`config.mk`:
```
export PLATFORM = sky130hd
export DESIGN_NAME = axil_csr_fifo_shell
export DESIGN_NICKNAME = d
export VERILOG_FILES = /design/src/rtl/axil_csr_fifo_shell.sv
export SDC_FILE = /design/constraint.sdc
export NUM_CORES = 1
export LEC_CHECK = 0
export ABC_AREA = 1
export BUFFER_PORTS_ARGS = -buffer_cell sky130_fd_sc_hd__buf_4
export CORE_MARGIN = 2
export CORE_UTILIZATION = 62
export DETAILED_ROUTE_END_ITERATION = 7
export GPL_ROUTABILITY_DRIVEN = 0
export GPL_TIMING_DRIVEN = 1
export PLACE_DENSITY = 0.87
export SETUP_SLACK_MARGIN = 0.3
export SKIP_LAST_GASP = 1
export SYNTH_ARGS = -nofsm -noshare
export SYNTH_HDL_FRONTEND = slang
export SYNTH_SLANG_ARGS = --single-unit
export TNS_END_PERCENT = 1
```
`constraint.sdc`:
```
create_clock -name aclk -period 8.67 [get_ports aclk]
set_input_delay 0 -clock aclk [delete_from_list [all_inputs] [get_ports aclk]]
set_output_delay 0 -clock aclk [all_outputs]
set_load 0.02 [all_outputs]
```
`src/rtl/axil_csr_fifo_shell.sv`:
```
// Generic circular FIFO with explicit occupancy count.
// Latency: enqueued data visible at the head the cycle after the write.
// Backpressure: enq_rdy low when full, deq_vld low when empty; no bypass.
module simple_fifo #(
  parameter int els_p   = 4,
  parameter int width_p = 32,
  parameter int cnt_w_p = $clog2(els_p + 1)
) (
  input  logic               core_clk,
  input  logic               arst_n,
  input  logic               enq_vld,
  input  logic [width_p-1:0] enq_dat,
  output logic               enq_rdy,
  output logic               deq_vld,
  output logic [width_p-1:0] deq_dat,
  input  logic               deq_rdy,
  output logic [cnt_w_p-1:0] count
);
  localparam int ptr_w_lp = $clog2(els_p);

  logic [width_p-1:0]  mem [els_p];
  logic [ptr_w_lp-1:0] wr_ptr, rd_ptr;
  logic                enq, deq;

  assign enq_rdy = (count != cnt_w_p'(els_p));
  assign deq_vld = (count != '0);
  assign enq     = enq_vld & enq_rdy;
  assign deq     = deq_rdy & deq_vld;
  assign deq_dat = mem[rd_ptr];

  always_ff @(posedge core_clk or negedge arst_n) begin
    if (!arst_n) begin
      wr_ptr <= '0;
      rd_ptr <= '0;
      count  <= '0;
    end else begin
      if (enq) wr_ptr <= wr_ptr + ptr_w_lp'(1);
      if (deq) rd_ptr <= rd_ptr + ptr_w_lp'(1);
      if (enq && !deq)      count <= count + cnt_w_p'(1);
      else if (deq && !enq) count <= count - cnt_w_p'(1);
    end
  end

  always_ff @(posedge core_clk) begin
    if (enq) mem[wr_ptr] <= enq_dat;
  end
endmodule

// AXI4-Lite slave: CSR bank plus PS->PL / PL->PS FIFO channels with occupancy.
// Latency: write commits and read data return one cycle after the last handshake.
// Backpressure: one write and one read outstanding; readies drop until B/R handshakes.
module axil_csr_fifo_shell #(
  parameter int C_S_AXI_DATA_WIDTH = 32,
  parameter int C_S_AXI_ADDR_WIDTH = 10,
  parameter int num_regs_p  = 4,
  parameter int num_ps2pl_p = 1,
  parameter int num_pl2ps_p = 1,
  parameter int fifo_els_p  = 4
) (
  input  logic                              aclk,
  input  logic                              aresetn,
  input  logic [C_S_AXI_ADDR_WIDTH-1:0]     s_axi_awaddr,
  input  logic [2:0]                        s_axi_awprot,
  input  logic                              s_axi_awvalid,
  output logic                              s_axi_awready,
  input  logic [C_S_AXI_DATA_WIDTH-1:0]     s_axi_wdata,
  input  logic [C_S_AXI_DATA_WIDTH/8-1:0]   s_axi_wstrb,
  input  logic                              s_axi_wvalid,
  output logic                              s_axi_wready,
  output logic [1:0]                        s_axi_bresp,
  output logic                              s_axi_bvalid,
  input  logic                              s_axi_bready,
  input  logic [C_S_AXI_ADDR_WIDTH-1:0]     s_axi_araddr,
  input  logic [2:0]                        s_axi_arprot,
  input  logic                              s_axi_arvalid,
  output logic                              s_axi_arready,
  output logic [C_S_AXI_DATA_WIDTH-1:0]     s_axi_rdata,
  output logic [1:0]                        s_axi_rresp,
  output logic                              s_axi_rvalid,
  input  logic                              s_axi_rready,
  output logic [num_regs_p*32-1:0]          csr_o,
  output logic [num_regs_p-1:0]             csr_wr_o,
  output logic [num_ps2pl_p*32-1:0]         ps2pl_data_o,
  output logic [num_ps2pl_p-1:0]            ps2pl_v_o,
  input  logic [num_ps2pl_p-1:0]            ps2pl_yumi_i,
  input  logic [num_pl2ps_p*32-1:0]         pl2ps_data_i,
  input  logic [num_pl2ps_p-1:0]            pl2ps_v_i,
  output logic [num_pl2ps_p-1:0]            pl2ps_ready_o
);
  localparam int cw = $clog2(fifo_els_p + 1);
  localparam int sw = C_S_AXI_DATA_WIDTH / 8;
  localparam logic [6:0] nregs_lp  = 7'(num_regs_p);
  localparam logic [6:0] nps2pl_lp = 7'(num_ps2pl_p);
  localparam logic [6:0] npl2ps_lp = 7'(num_pl2ps_p);
  localparam logic [1:0] resp_okay   = 2'b00;
  localparam logic [1:0] resp_slverr = 2'b10;

  typedef struct packed {
    logic       csr;
    logic       ps2pl;
    logic       pl2ps;
    logic       occ;
    logic [5:0] idx;
  } dec_t;

  function automatic dec_t decode(input logic [7:0] w);
    dec_t d;
    d     = '0;
    d.idx = w[5:0];
    case (w[7:6])
      2'b00:   d.csr   = ({1'b0, w[5:0]} < nregs_lp);
      2'b01:   d.ps2pl = ({1'b0, w[5:0]} < nps2pl_lp);
      2'b10:   d.pl2ps = ({1'b0, w[5:0]} < npl2ps_lp);
      default: d.occ   = ({1'b0, w[5:0]} < npl2ps_lp);
    endcase
    return d;
  endfunction

  logic                          ready_r, aw_held, w_held;
  logic [7:0]                    aw_word_q;
  logic [C_S_AXI_DATA_WIDTH-1:0] wdata_q;
  logic [sw-1:0]                 wstrb_q;
  logic [31:0]                   csr_q [num_regs_p];
  logic [num_regs_p-1:0]         csr_wr_q;

  logic                          aw_hs, w_hs, ar_hs, wr_commit, wr_full_hit, wr_err;
  logic [7:0]                    wr_word;
  logic [C_S_AXI_DATA_WIDTH-1:0] wr_data;
  logic [sw-1:0]                 wr_strb;
  dec_t                          wr_dec, rd_dec;
  logic [31:0]                   rd_data;
  logic                          rd_err;

  logic [num_ps2pl_p-1:0] ps2pl_enq, ps2pl_rdy;
  logic [cw-1:0]          ps2pl_cnt [num_ps2pl_p];
  logic [num_pl2ps_p-1:0] pl2ps_deq, pl2ps_rdy, pl2ps_v;
  logic [31:0]            pl2ps_head [num_pl2ps_p];
  logic [cw-1:0]          pl2ps_cnt [num_pl2ps_p];

  logic unused_ok;
  assign unused_ok = ^{s_axi_awprot, s_axi_arprot, s_axi_awaddr[1:0], s_axi_araddr[1:0]};

  assign s_axi_awready = ready_r & ~aw_held & ~s_axi_bvalid;
  assign s_axi_wready  = ready_r & ~w_held & ~s_axi_bvalid;
  assign s_axi_arready = ready_r & ~s_axi_rvalid;
  assign aw_hs         = s_axi_awvalid & s_axi_awready;
  assign w_hs          = s_axi_wvalid & s_axi_wready;
  assign ar_hs         = s_axi_arvalid & s_axi_arready;
  // Commit on the edge where both halves are either already held or handshaking now.
  assign wr_commit     = (aw_held | aw_hs) & (w_held | w_hs);
  assign wr_word       = aw_held ? aw_word_q : s_axi_awaddr[9:2];
  assign wr_data       = w_held ? wdata_q : s_axi_wdata;
  assign wr_strb       = w_held ? wstrb_q : s_axi_wstrb;
  assign wr_dec        = decode(wr_word);
  assign rd_dec        = decode(s_axi_araddr[9:2]);
  assign csr_wr_o      = csr_wr_q;
  assign pl2ps_ready_o = pl2ps_rdy & {num_pl2ps_p{ready_r}};

  always_comb begin
    ps2pl_enq   = '0;
    wr_full_hit = 1'b0;
    for (int i = 0; i < num_ps2pl_p; i++) begin
      if (wr_dec.ps2pl && wr_dec.idx == 6'(i)) begin
        ps2pl_enq[i] = wr_commit;
        wr_full_hit  = ~ps2pl_rdy[i];
      end
    end
    wr_err = ~(wr_dec.csr | wr_dec.ps2pl | wr_dec.pl2ps | wr_dec.occ) | wr_full_hit;
  end

  always_comb begin
    pl2ps_deq = '0;
    rd_data   = '0;
    rd_err    = ~(rd_dec.csr | rd_dec.ps2pl | rd_dec.pl2ps | rd_dec.occ);
    for (int k = 0; k < num_regs_p; k++)
      if (rd_dec.csr && rd_dec.idx == 6'(k)) rd_data = csr_q[k];
    for (int i = 0; i < num_ps2pl_p; i++)
      if (rd_dec.ps2pl && rd_dec.idx == 6'(i))
        rd_data = 32'(fifo_els_p) - 32'(ps2pl_cnt[i]);
    for (int i = 0; i < num_pl2ps_p; i++) begin
      if (rd_dec.pl2ps && rd_dec.idx == 6'(i)) begin
        rd_data      = pl2ps_v[i] ? pl2ps_head[i] : 32'd0;
        rd_err       = ~pl2ps_v[i];
        pl2ps_deq[i] = ar_hs;
      end
      if (rd_dec.occ && rd_dec.idx == 6'(i)) rd_data = 32'(pl2ps_cnt[i]);
    end
  end

  always_ff @(posedge aclk or negedge aresetn) begin
    if (!aresetn) begin
      ready_r      <= 1'b0;
      aw_held      <= 1'b0;
      w_held       <= 1'b0;
      aw_word_q    <= '0;
      wdata_q      <= '0;
      wstrb_q      <= '0;
      s_axi_bvalid <= 1'b0;
      s_axi_bresp  <= resp_okay;
      s_axi_rvalid <= 1'b0;
      s_axi_rresp  <= resp_okay;
      s_axi_rdata  <= '0;
      csr_wr_q     <= '0;
      for (int k = 0; k < num_regs_p; k++) csr_q[k] <= '0;
    end else begin
      ready_r  <= 1'b1;
      csr_wr_q <= '0;
      if (wr_commit) begin
        aw_held      <= 1'b0;
        w_held       <= 1'b0;
        s_axi_bvalid <= 1'b1;
        s_axi_bresp  <= wr_err ? resp_slverr : resp_okay;
        for (int k = 0; k < num_regs_p; k++) begin
          if (wr_dec.csr && wr_dec.idx == 6'(k)) begin
            csr_wr_q[k] <= 1'b1;
            for (int b = 0; b < 4; b++)
              if (wr_strb[b]) csr_q[k][8*b +: 8] <= wr_data[8*b +: 8];
          end
        end
      end else begin
        if (aw_hs) begin
          aw_held   <= 1'b1;
          aw_word_q <= s_axi_awaddr[9:2];
        end
        if (w_hs) begin
          w_held  <= 1'b1;
          wdata_q <= s_axi_wdata;
          wstrb_q <= s_axi_wstrb;
        end
        if (s_axi_bvalid && s_axi_bready) s_axi_bvalid <= 1'b0;
      end
      if (ar_hs) begin
        s_axi_rvalid <= 1'b1;
        s_axi_rdata  <= rd_data;
        s_axi_rresp  <= rd_err ? resp_slverr : resp_okay;
      end else if (s_axi_rvalid && s_axi_rready) begin
        s_axi_rvalid <= 1'b0;
      end
    end
  end

  for (genvar k = 0; k < num_regs_p; k++) begin : g_csr
    assign csr_o[32*k +: 32] = csr_q[k];
  end

  for (genvar i = 0; i < num_ps2pl_p; i++) begin : g_ps2pl
    simple_fifo #(.els_p(fifo_els_p), .width_p(32)) u_fifo (
      .core_clk (aclk),
      .arst_n   (aresetn),
      .enq_vld  (ps2pl_enq[i]),
      .enq_dat  (wr_data[31:0]),
      .enq_rdy  (ps2pl_rdy[i]),
      .deq_vld  (ps2pl_v_o[i]),
      .deq_dat  (ps2pl_data_o[32*i +: 32]),
      .deq_rdy  (ps2pl_yumi_i[i]),
      .count    (ps2pl_cnt[i])
    );
  end

  for (genvar i = 0; i < num_pl2ps_p; i++) begin : g_pl2ps
    simple_fifo #(.els_p(fifo_els_p), .width_p(32)) u_fifo (
      .core_clk (aclk),
      .arst_n   (aresetn),
      .enq_vld  (pl2ps_v_i[i] & ready_r),
      .enq_dat  (pl2ps_data_i[32*i +: 32]),
      .enq_rdy  (pl2ps_rdy[i]),
      .deq_vld  (pl2ps_v[i]),
      .deq_dat  (pl2ps_head[i]),
      .deq_rdy  (pl2ps_deq[i]),
      .count    (pl2ps_cnt[i])
    );
  end
endmodule

```
Word-level counts from Yosys, hierarchy flattened --
Memories as Yosys holds them, arrays and structs flattened. Cells that the tools add are included. Widths: inputs -> output; s select.
Storage, ports and cells: input port bits 103, memories 2, output and inout port bits 207, memory bits (read-only) 0, register bits 231, memory bits (writable) 256, logic and storage cells 194, latch bits 0
Operators by class: $lt $le $gt $ge 4, multiplexer cells 46, div/mod/pow operators 0, multiply operators 0, reductions and logical operators 54, bitwise logic cells 33, $add $sub $neg 9, eq/ne operators 12, shift-type cells 0
Memories:
- g_pl2ps[0].u_fifo.mem | depth 4, width 32, rd ports 1, clocked after memory_dff 0, write ports 1, line 21 | logic [width_p-1:0] mem [els_p];
- g_ps2pl[0].u_fifo.mem | depth 4, width 32, rd ports 1, clocked after memory_dff 0, write ports 1, line 21
Operators by type and width (count):
- $mux 32 | 9
- $reduce_and 3->1 | 16
- $mux 1 | 28
- $eq 6x2->1 const B | 4
- $logic_and 1x1->1 | 18
- $and 1x1->1 | 15
- $eq 6x1->1 const B | 2
- $logic_not 6->1 | 2
- $lt 6x1->1 const B | 2
- $lt 6x3->1 const B | 2
- $mux 3 | 4
- $reduce_bool 2->1 | 6
- $not 1->1 | 9
- $or 1x1->1 | 9
- $add 2x1->2 const B | 4
- $mux 4 | 2
- $mux 8 | 1
- $add 3x1->3 const B | 2
- $ne 3x3->1 const B | 2
- $reduce_bool 3->1 | 2
- $reduce_or 3->1 | 2
- $sub 3x1->3 const B | 2
- $eq 2x1->1 const B | 2
- $eq 2x2->1 const B | 2
- 5 further kinds | 11

Depth between registers and ports, before layout --
Gate-level depths: netlist of run 1.
depth after elaboration 12, gate-level depth with buffers 16

Modules after synthesis --
Synthesis of run 1 repeated with hierarchy kept, for this count alone.
Second synthesis, totals: cells, all modules 2341, area total of the unflattened synthesis 21959.8 sq um
Modules (own cells, without submodules):
- simple_fifo | cells each 433, area an instance 5565.3 sq um, seq. area each 4018.9 sq um, instances 2
- axil_csr_fifo_shell | cells each 1475, area an instance 10829.1 sq um, seq. area each 5380.2 sq um, instances 1

Worst setup path before layout of run 1 --
Ideal clock, no wire load.
path kind register to register, start register aw_held, end memory g_ps2pl[0].u_fifo.mem[0][0], enable pin, data arrival time 2.681 ns, required time 8.249 ns, cell stages (with the launch flop) 10, buffers on the path 2, slack 5.568 ns, cells stage by stage dfrtp_1 buf_6 buf_12 nand2_2 o21ai_2 inv_4 nand2_1 nor2_2 nand3_1 nor2_1
Between the ends: word-level cells in the longest chain between the ends 10, elaborated cells on any way between the ends 16, classes of those cells 1 x order compare; 1 x eq/ne; 5 x mux; 7 x bitwise; 2 x reduce/logical
Ends and longest elaborated chain:
- from (decl) | line 119 | logic ready_r, aw_held, w_held;
- from (signal assigned) | line 193 | aw_held <= 1'b0;
- from (signal assigned) | line 209 | aw_held <= 1'b0;
- from (signal assigned) | line 222 | aw_held <= 1'b1;
- parallel branches: the longest is 6 deep, another holds $lt 6x1->1
- $mux 1 (*) | line 163 | if (wr_dec.ps2pl && wr_dec.idx == 6'(i)) begin
- $and 1x1->1 (*) | line 27 | assign enq = enq_vld & enq_rdy;
- $mux 1 (*) | line 45 | if (enq) mem[wr_ptr] <= enq_dat;
- $mux 1 (not written as such) (*) | line 45
- to (decl) | line 21
Every way passes the cells marked *.

Worst setup path after layout of run 1 --
start register g_ps2pl[0].u_fifo.rd_ptr[1], end output ps2pl_data_o[3]
Between the ends: word-level cells in the longest chain between the ends 1
Ends and longest elaborated chain:
- from (decl) | line 22 | logic [ptr_w_lp-1:0] wr_ptr, rd_ptr;
- from (signal assigned) | line 38 | if (deq) rd_ptr <= rd_ptr + ptr_w_lp'(1);
- $mem_v2 4x32
- to (decl) | line 83 | output logic [num_ps2pl_p*32-1:0] ps2pl_data_o,
No other way between the ends.

==> results.rst, run 1 <==
.. list-table::
   :header-rows: 1

   * - Metric
     - Value
   * - Via count of the first global-routing pass
     - between 15k and 20k
   * - DIE AREA
     - approximately 36,000 um^2
   * - Hold buffers post-CTS
     - 89
   * - RR Startpoint
     - aw_held$_DFFE_PN0P_
   * - Max Cap Violations
     - 0
   * - Max-slew violation count
     - 0
   * - Flip-flop and latch count after synthesis
     - around 490
   * - Final Hold Vio Count
     - 0
   * - Post-detail-place hpwl
     - slightly below 40,000 um
   * - Worst clock skew on the final layout
     - 22.8 ps
   * - Post-Route WL
     - between 60,000 and 70,000 um
   * - Sw Share
     - 32.9%
   * - Iteration-0 DRC count of the detailed router
     - about 2.2k
   * - Maximum clock rate
     - around 0.31 GHz
   * - Internal power consumption
     - about 4.5 mW
   * - Routed via count divided by cell count
     - between 5 and 6
   * - Run status
     - complete, no violations
   * - Fraction of layout instances using a drive strength above 1
     - ~20%
   * - Number of antenna repair diodes
     - 0
   * - Die height
     - between 150 and 200 um
   * - Worst rel slew slack
     - under 10%
   * - H-tree depth reported by CTS
     - 2
   * - Cell variety after synth
     - 42
   * - Sequential power share
     - between 40% and 50%
   * - Clock-pin slew reported for the worst setup and hold paths after clock tree synthesis
     - roughly 60 ps
   * - Clock latency at the later pin of the worst-skew pair
     - between 500 and 600 ps
   * - PnR Total Power
     - ~6.7 mW
   * - Number of antenna violations at the first check in global routing
     - 2
   * - Arr. time, crit path
     - 3180 ps
   * - Startpoint of the lowest-slack hold path
     - s_axi_araddr[3]
   * - Final clock period utilization by the worst path
     - 36.7%
   * - Commonest non-fill, non-tap cell in the layout
     - sky130_fd_sc_hd__nand2_1
   * - Count of placed standard cells in the final layout, fillers left out
     - 2,965
   * - CORE AREA
     - 34,300 um^2
   * - GRT Residual Overflow
     - 0
   * - Average instance area after synthesis
     - between 10 and 15 um^2
   * - I/O pin count
     - between 300 and 400
   * - Number of buffers on the longest clock path
     - 3
   * - Cell count after synthesis
     - 2,129
   * - CP max-delay cell
     - sky130_fd_sc_hd__dfrtp_1
   * - Setup repair after global routing missed its margin
     - false
   * - Syn-to-layout area delta
     - 23.0%
   * - Global-route wire length before repair
     - 94,500 um
   * - Combinational fraction of design power
     - between 20% and 30%
   * - Commonest cells after routing, fill and taps aside
     - sky130_fd_sc_hd__nand2_1, sky130_fd_sc_hd__buf_4, sky130_fd_sc_hd__edfxtp_1, sky130_fd_sc_hd__o21ai_0, sky130_fd_sc_hd__dfrtp_1
   * - Standby leakage power
     - around 12 nW
   * - Total setup buffers inserted after CTS
     - 0
   * - Share of the yosys chip area belonging to registers
     - about 63%
   * - Endpoint kind of the worst setup timing path
     - output port
   * - Startpoint-to-endpoint class of the critical path
     - reg -> out
   * - Number of iterations in the first detailed-routing pass
     - 6
   * - Kind of launch point of the worst setup path
     - flip-flop
   * - Longest individual stage delay on the worst path
     - around 1100 ps
   * - Horizontal die dimension
     - around 190 um
   * - Pwr Density
     - 254 nW/um^2
   * - Clock root buffer
     - sky130_fd_sc_hd__clkbuf_16
   * - Start point of the critical path
     - g_ps2pl[0].u_fifo.rd_ptr[1]$_DFFE_PN0P_
   * - Post-route setup TNS
     - 0 ps
   * - Total global routing track utilization
     - between 30 and 40%
   * - Largest net degree at the start of global routing
     - a little over 90
   * - Switch Pwr
     - about 2.2 mW
   * - TritonCTS clock tree
     - yes
   * - Largest fanout on the critical path
     - 34
   * - Clock Sink Count
     - 485
   * - Post-synthesis cell area
     - around 21,000 um^2
   * - Wire length per cell after detailed routing
     - 20.8 um
   * - Chain of cells forming the critical path
     - inv_1 > o21ai_0 > o22ai_1 > buf_4
   * - Tmin final
     - between 3000 and 4000 ps
   * - Final-layout worst hold slack
     - between 20 and 25 ps
   * - Warning count from the yosys run
     - 0
   * - Number of buffers created by CTS
     - 48
   * - Post-detailed-route DRC marker count
     - 0
   * - Count of placed standard cells including taps
     - 2,786
   * - End-of-flow core utilization
     - about three quarters
   * - Layout net count
     - 2,588
   * - Worst VDD drop
     - about 0.22 mV
   * - Part of the power in the clock network
     - a little under a third
   * - Post-route antenna net violation count
     - 0
   * - Number of setup violations in the final report
     - 0
   * - Worst path required time
     - about 8700 ps
   * - Slew of the pin with the lowest slew margin
     - between 1000 and 1500 ps
   * - Core Rows
     - 68
   * - Overall via count from detail_route
     - ~18k
   * - Number of port buffers
     - roughly 300
   * - Post-CTS Resized
     - 0
   * - Path class of the lowest-slack min-delay path
     - in -> reg
   * - Starting utilization of the core area
     - 62.4%
cells by family after synthesis:
logic type	after synthesis	synth area share [%]
other cells	2	0.0351
simple gates	922	18.8
mux	1	0.0526
buf+inv	256	5.27
fa+ha+maj	15	0.947
compound gates	439	11.9
flops	485	62.7
xor+xnor	9	0.368
per-layer routing:
metal	global-route usage (%)	routed length (um)	vias up
met5	0	33	-
met4	13.0	2340	4
met2	54.9	29400	1121
li1	-	-	7905
met3	8.73	7020	178
met1	44.5	22900	8404
cells in the mapped netlist, drive strengths merged:
| cell | n | area, um^2 |
|---|---|---|
| clkbuf | 78 | 293 |
| edfxtp | 256 | 7690 |
| inv | 135 | 522 |
| fa | 2 | 40.0 |
| or2 | 3 | 18.8 |
| nand3 | 214 | 1130 |
| xor2 | 7 | 61.3 |
| buf | 43 | 314 |
| o211ai | 1 | 7.51 |
| a211oi | 2 | 15.0 |
| nor2 | 177 | 728 |
| mux2 | 1 | 11.3 |
| xnor2 | 2 | 17.5 |
| nand2 | 515 | 2060 |
| o21ai | 310 | 1740 |
| nor3 | 9 | 56.3 |
| a21oi | 36 | 180 |
| a31oi | 1 | 6.26 |
| o21bai | 28 | 210 |
| conb | 2 | 7.51 |
| dfrtp | 229 | 5730 |
| o22ai | 61 | 382 |
| ha | 13 | 163 |
| nand4 | 4 | 25.0 |
area by class of cell:
type	instances	area, um^2
Clock buffer	57	1270
Clock inverter	33	347
Fill cell	2066	7950
Inverter	135	522
Multi-Input combinational cell	1389	6900
Sequential cell	485	13400
Tap cell	455	569
Timing Repair Buffer	411	3320
registers in the layout, indices dropped and copies added, names as in the netlist, 3 cells and up:
signal,cells
g_pl2ps.u_fifo.mem,128
csr_o,128
wstrb_q,4
wdata_q,32
g_pl2ps.u_fifo.count,3
s_axi_rdata,32
csr_wr_o,4
g_ps2pl.u_fifo.mem,128
g_ps2pl.u_fifo.count,3
aw_word_q,8
power by group through the flow:
| stage | registers (mW) | logic, mW | clock network [mW] |
|---|---|---|---|
| after CTS | 2.87 | 1.63 | 2.15 |
| after global routing | 2.90 | 1.81 | 2.25 |
| final | 2.88 | 1.67 | 2.14 |
| after detailed placement | 2.91 | 1.58 | 0 |
| after floorplan | 2.89 | 0.981 | 0 |
| after global placement | 2.90 | 1.51 | 0 |
final timing paths:
check,slack (ps),cells past startpoint,end
hold / removal,20,7,s_axi_rdata[2]$_DFFE_PN0P_
hold reg to reg,490,2,wdata_q[24]$_DFFE_PN0P_
setup / recovery,5490,4,ps2pl_data_o[3]
min in group asynchronous,60,2,g_pl2ps[0].u_fifo.wr_ptr[0]$_DFFE_PN0P_
max in group asynchronous,7090,3,wdata_q[13]$_DFFE_PN0P_
setup reg to reg,5600,13,g_ps2pl[0].u_fifo.count[2]$_DFFE_PN0P_
through the flow:
step	worst slack [ps]	cell area [um^2]
finish	5490	26300
global route	5330	26300
CTS	5590	26300
detailed placement	5650	23800
global placement	5710	23800
floorplan	5570	21400
critical path: cells and delay by family (launching register included):
family,cells,cell delay (ps)
buffers and inverters,2,1010
flip-flops,1,1130
AO/OA/AOI/OAI,2,480
(Power assumes the default switching activity.)
==> run 2: changes to the inputs <==
- CORE_UTILIZATION: 62 -> 57
- PLACE_DENSITY: 0.87 -> 0.81
- clock period: 8.67 -> 3 ns (I/O delays scaled with it)
==> run 2 against run 1 <==
Against the previous run: highest routed layer is now met4; die area increased by 8.6%; setup slack worse by 5100 ps; sequential share of layout area is 0.66 points lower; routed wire length increased by 2.0%; global-route usage shrank 1.8 points; count of clock-buffer cells in the layout rose by 5; clock power rose to 2.8 times the previous value; power increased to 2.9 times the previous value; the flow now finishes with violations (negative hold slack); sequential power grew to 2.9 times the previous value; utilization fell by 4.3 points.
==> results.rst, run 2 (synthesis gave the netlist of run 1 again) <==
.. list-table::
   :header-rows: 1

   * - Metric
     - Value
   * - FF-to-FF setup slack
     - 510 ps
   * - CP max-delay cell
     - sky130_fd_sc_hd__dlygate4sd3_1
   * - Failing checks
     - negative hold slack
   * - Clock latency at the later pin of the worst-skew pair
     - around 590 ps
   * - Wire length per cell after detailed routing
     - 20.8 um
   * - Total global routing track utilization
     - approximately 32%
   * - Final clock period utilization by the worst path
     - between 80% and 90%
   * - TritonCTS clock tree
     - yes
   * - Iteration-0 DRC count of the detailed router
     - slightly below 2k
   * - Chain of cells forming the critical path
     - dlygate4sd3_1 > buf_4 > inv_2 > nand2_1 > dlygate4sd3_1 > nor2_2 > dlygate4sd3_1 > nand3_2 > ha_1 > inv_2 > fa_2 > a21oi_2 > o21ai_0 > xor2_1
   * - Tmin final
     - 2630 ps
   * - Area taken by multi-input logic gates
     - about 6900 um^2
   * - RR Startpoint
     - g_pl2ps[0].u_fifo.rd_ptr[0]$_DFFE_PN0P_
   * - Path class of the lowest-slack min-delay path
     - in -> async
   * - Layout net count
     - 2,630
   * - Largest net degree at the start of global routing
     - 86
   * - Starting utilization of the core area
     - around 58%
   * - Number of buffers on the longest clock path
     - 3
   * - Largest fanout on the critical path
     - 3
   * - Syn-to-layout area delta
     - 24.7%
   * - Via count of the first global-routing pass
     - about 17k
   * - Arr. time, crit path
     - 3090 ps
   * - Final Hold Vio Count
     - 2
   * - Worst clock skew on the final layout
     - roughly 20 ps
   * - Number of iterations in the first detailed-routing pass
     - 6
   * - Startpoint-to-endpoint class of the critical path
     - in -> reg
   * - Final-layout worst hold slack
     - -0.360 ps
   * - Endpoint kind of the worst setup timing path
     - flip-flop
   * - RR Endpoint
     - s_axi_rdata[2]$_DFFE_PN0P_
   * - Overall via count from detail_route
     - 17.6k
   * - Storage cell area
     - about 13,000 um^2
   * - Max-slew violation count
     - 0
   * - Standby leakage power
     - 12.3 nW
   * - Max Cap Violations
     - 0
   * - Post-route setup TNS
     - 0 ps
   * - Total of fill cells in the finished design
     - around 2.5k
   * - Post-route antenna net violation count
     - 0
   * - Maximum clock rate
     - about 0.38 GHz
   * - Commonest cells after routing, fill and taps aside
     - sky130_fd_sc_hd__nand2_1, sky130_fd_sc_hd__buf_4, sky130_fd_sc_hd__edfxtp_1, sky130_fd_sc_hd__o21ai_0, sky130_fd_sc_hd__dfrtp_1
   * - Commonest non-fill, non-tap cell in the layout
     - sky130_fd_sc_hd__nand2_1
   * - Fraction of layout instances using a drive strength above 1
     - 21.4%
   * - Worst r2r path cells
     - 11
   * - End-of-flow core utilization
     - 72.5%
   * - Core Rows
     - 70
   * - Post-Route WL
     - 62,900 um
   * - Worst rel slew slack
     - 28.4%
   * - Clock-pin slew reported for the worst setup and hold paths after clock tree synthesis
     - about 60 ps
   * - Total setup buffers inserted after CTS
     - 0
   * - Clock Sink Count
     - 485
   * - Clock root buffer
     - sky130_fd_sc_hd__clkbuf_16
   * - Worst VDD drop
     - roughly 0.50 mV
   * - Worst path required time
     - approximately 3500 ps
   * - Longest individual stage delay on the worst path
     - 570 ps
   * - Post-detail-place hpwl
     - between 40,000 and 50,000 um
   * - H-tree depth reported by CTS
     - 2
   * - Kind of launch point of the worst setup path
     - input pin
   * - Number of setup violations in the final report
     - 0
   * - Number of port buffers
     - approximately 300
   * - I/O pin count
     - between 300 and 400
   * - GRT Residual Overflow
     - 0
   * - Pwr Density
     - about 720 nW/um^2
   * - Run status
     - finished, violations left
   * - Setup repair after global routing missed its margin
     - true
   * - Horizontal die dimension
     - 198 um
   * - Number of buffers created by CTS
     - 49
   * - Routed via count divided by cell count
     - 5.81
   * - Start point of the critical path
     - s_axi_araddr[8]
   * - Most repeated library cell on the critical path
     - sky130_fd_sc_hd__dlygate4sd3_1
   * - Number of antenna violations at the first check in global routing
     - 1
   * - DIE AREA
     - ~39,000 um^2
   * - CORE AREA
     - between 30,000 and 40,000 um^2
   * - Die height
     - 198 um
   * - Slew of the pin with the lowest slew margin
     - ~1100 ps
   * - Post-detailed-route DRC marker count
     - 0
   * - Global-route wire length before repair
     - between 90,000 and 100,000 um
==> run 2: through the flow <==
step | std cells | area (um^2) | setup slack [ps] | total power, mW
finish | 3021 | 26700 | 370 | 19.3
detailed placement | 2836 | 24200 | 494 | 13.2
global route | 3021 | 26700 | 292 | 20.1
floorplan | 2130 | 21400 | -102 | 11.2
global placement | 2836 | 24200 | 541 | 13.0
CTS | 3020 | 26700 | 378 | 19.2
==> run 2: layout make-up <==
cell class | count | share of cell area, %
multi-input cells | 1389 | 25.9
inverters | 135 | 1.96
well taps | 468 | 2.19
clock buffers | 62 | 4.85
diodes | 1 | 0.00938
flip-flops and latches | 485 | 50.3
clock inverters | 29 | 0.896
repair buffers | 452 | 13.9
==> run 2: critical path, delay by kind of cell <==
family | cells | cell delay (ps)
buf+inv | 6 | 1950
fa+ha+maj | 2 | 550
compound gates | 2 | 240
simple gates | 3 | 190
xor+xnor | 1 | 160
==> run 2: repair_timing <==
item,in CTS,in global routing
hold buffers,93,0
resized for setup,0,5
hold endpoints to repair,495,0
setup endpoints to repair,0,5
==> run 2: how the worst max path moves through the flow <==
stage          depth (start not counted)                                endpoint  slack [ps]
2_1_floorplan                          9   g_ps2pl[0].u_fifo.mem[0][0]$_DFFE_PP_        -100
3_3_place_gp                          15  g_ps2pl[0].u_fifo.count[2]$_DFFE_PN0P_         540
3_5_place_dp                          10  g_pl2ps[0].u_fifo.count[2]$_DFFE_PN0P_         490
4_1_cts                               14  g_pl2ps[0].u_fifo.count[2]$_DFFE_PN0P_         380
5_1_grt                               14  g_pl2ps[0].u_fifo.count[2]$_DFFE_PN0P_         290
6_report                              14  g_pl2ps[0].u_fifo.count[2]$_DFFE_PN0P_         370
==> run 2: per-layer routing <==
| layer | global-route usage, % | vias up | wire length (um) |
|---|---|---|---|
| met5 | 0 | - | 0 |
| met1 | 41.3 | 8424 | 23600 |
| li1 | - | 7984 | - |
| met2 | 52.0 | 972 | 29600 |
| met4 | 12.9 | 0 | 2480 |
| met3 | 8.53 | 176 | 7130 |
==> run 2: where the power goes <==
group          total [mW]  internal [mW]  switching, mW  leakage, nW
Clock                5.96           3.39           2.56        0.753
Sequential           8.23           7.85          0.386         5.39
Combinational        5.13           1.69           3.44         6.14
Total                19.3           12.9           6.39         12.3
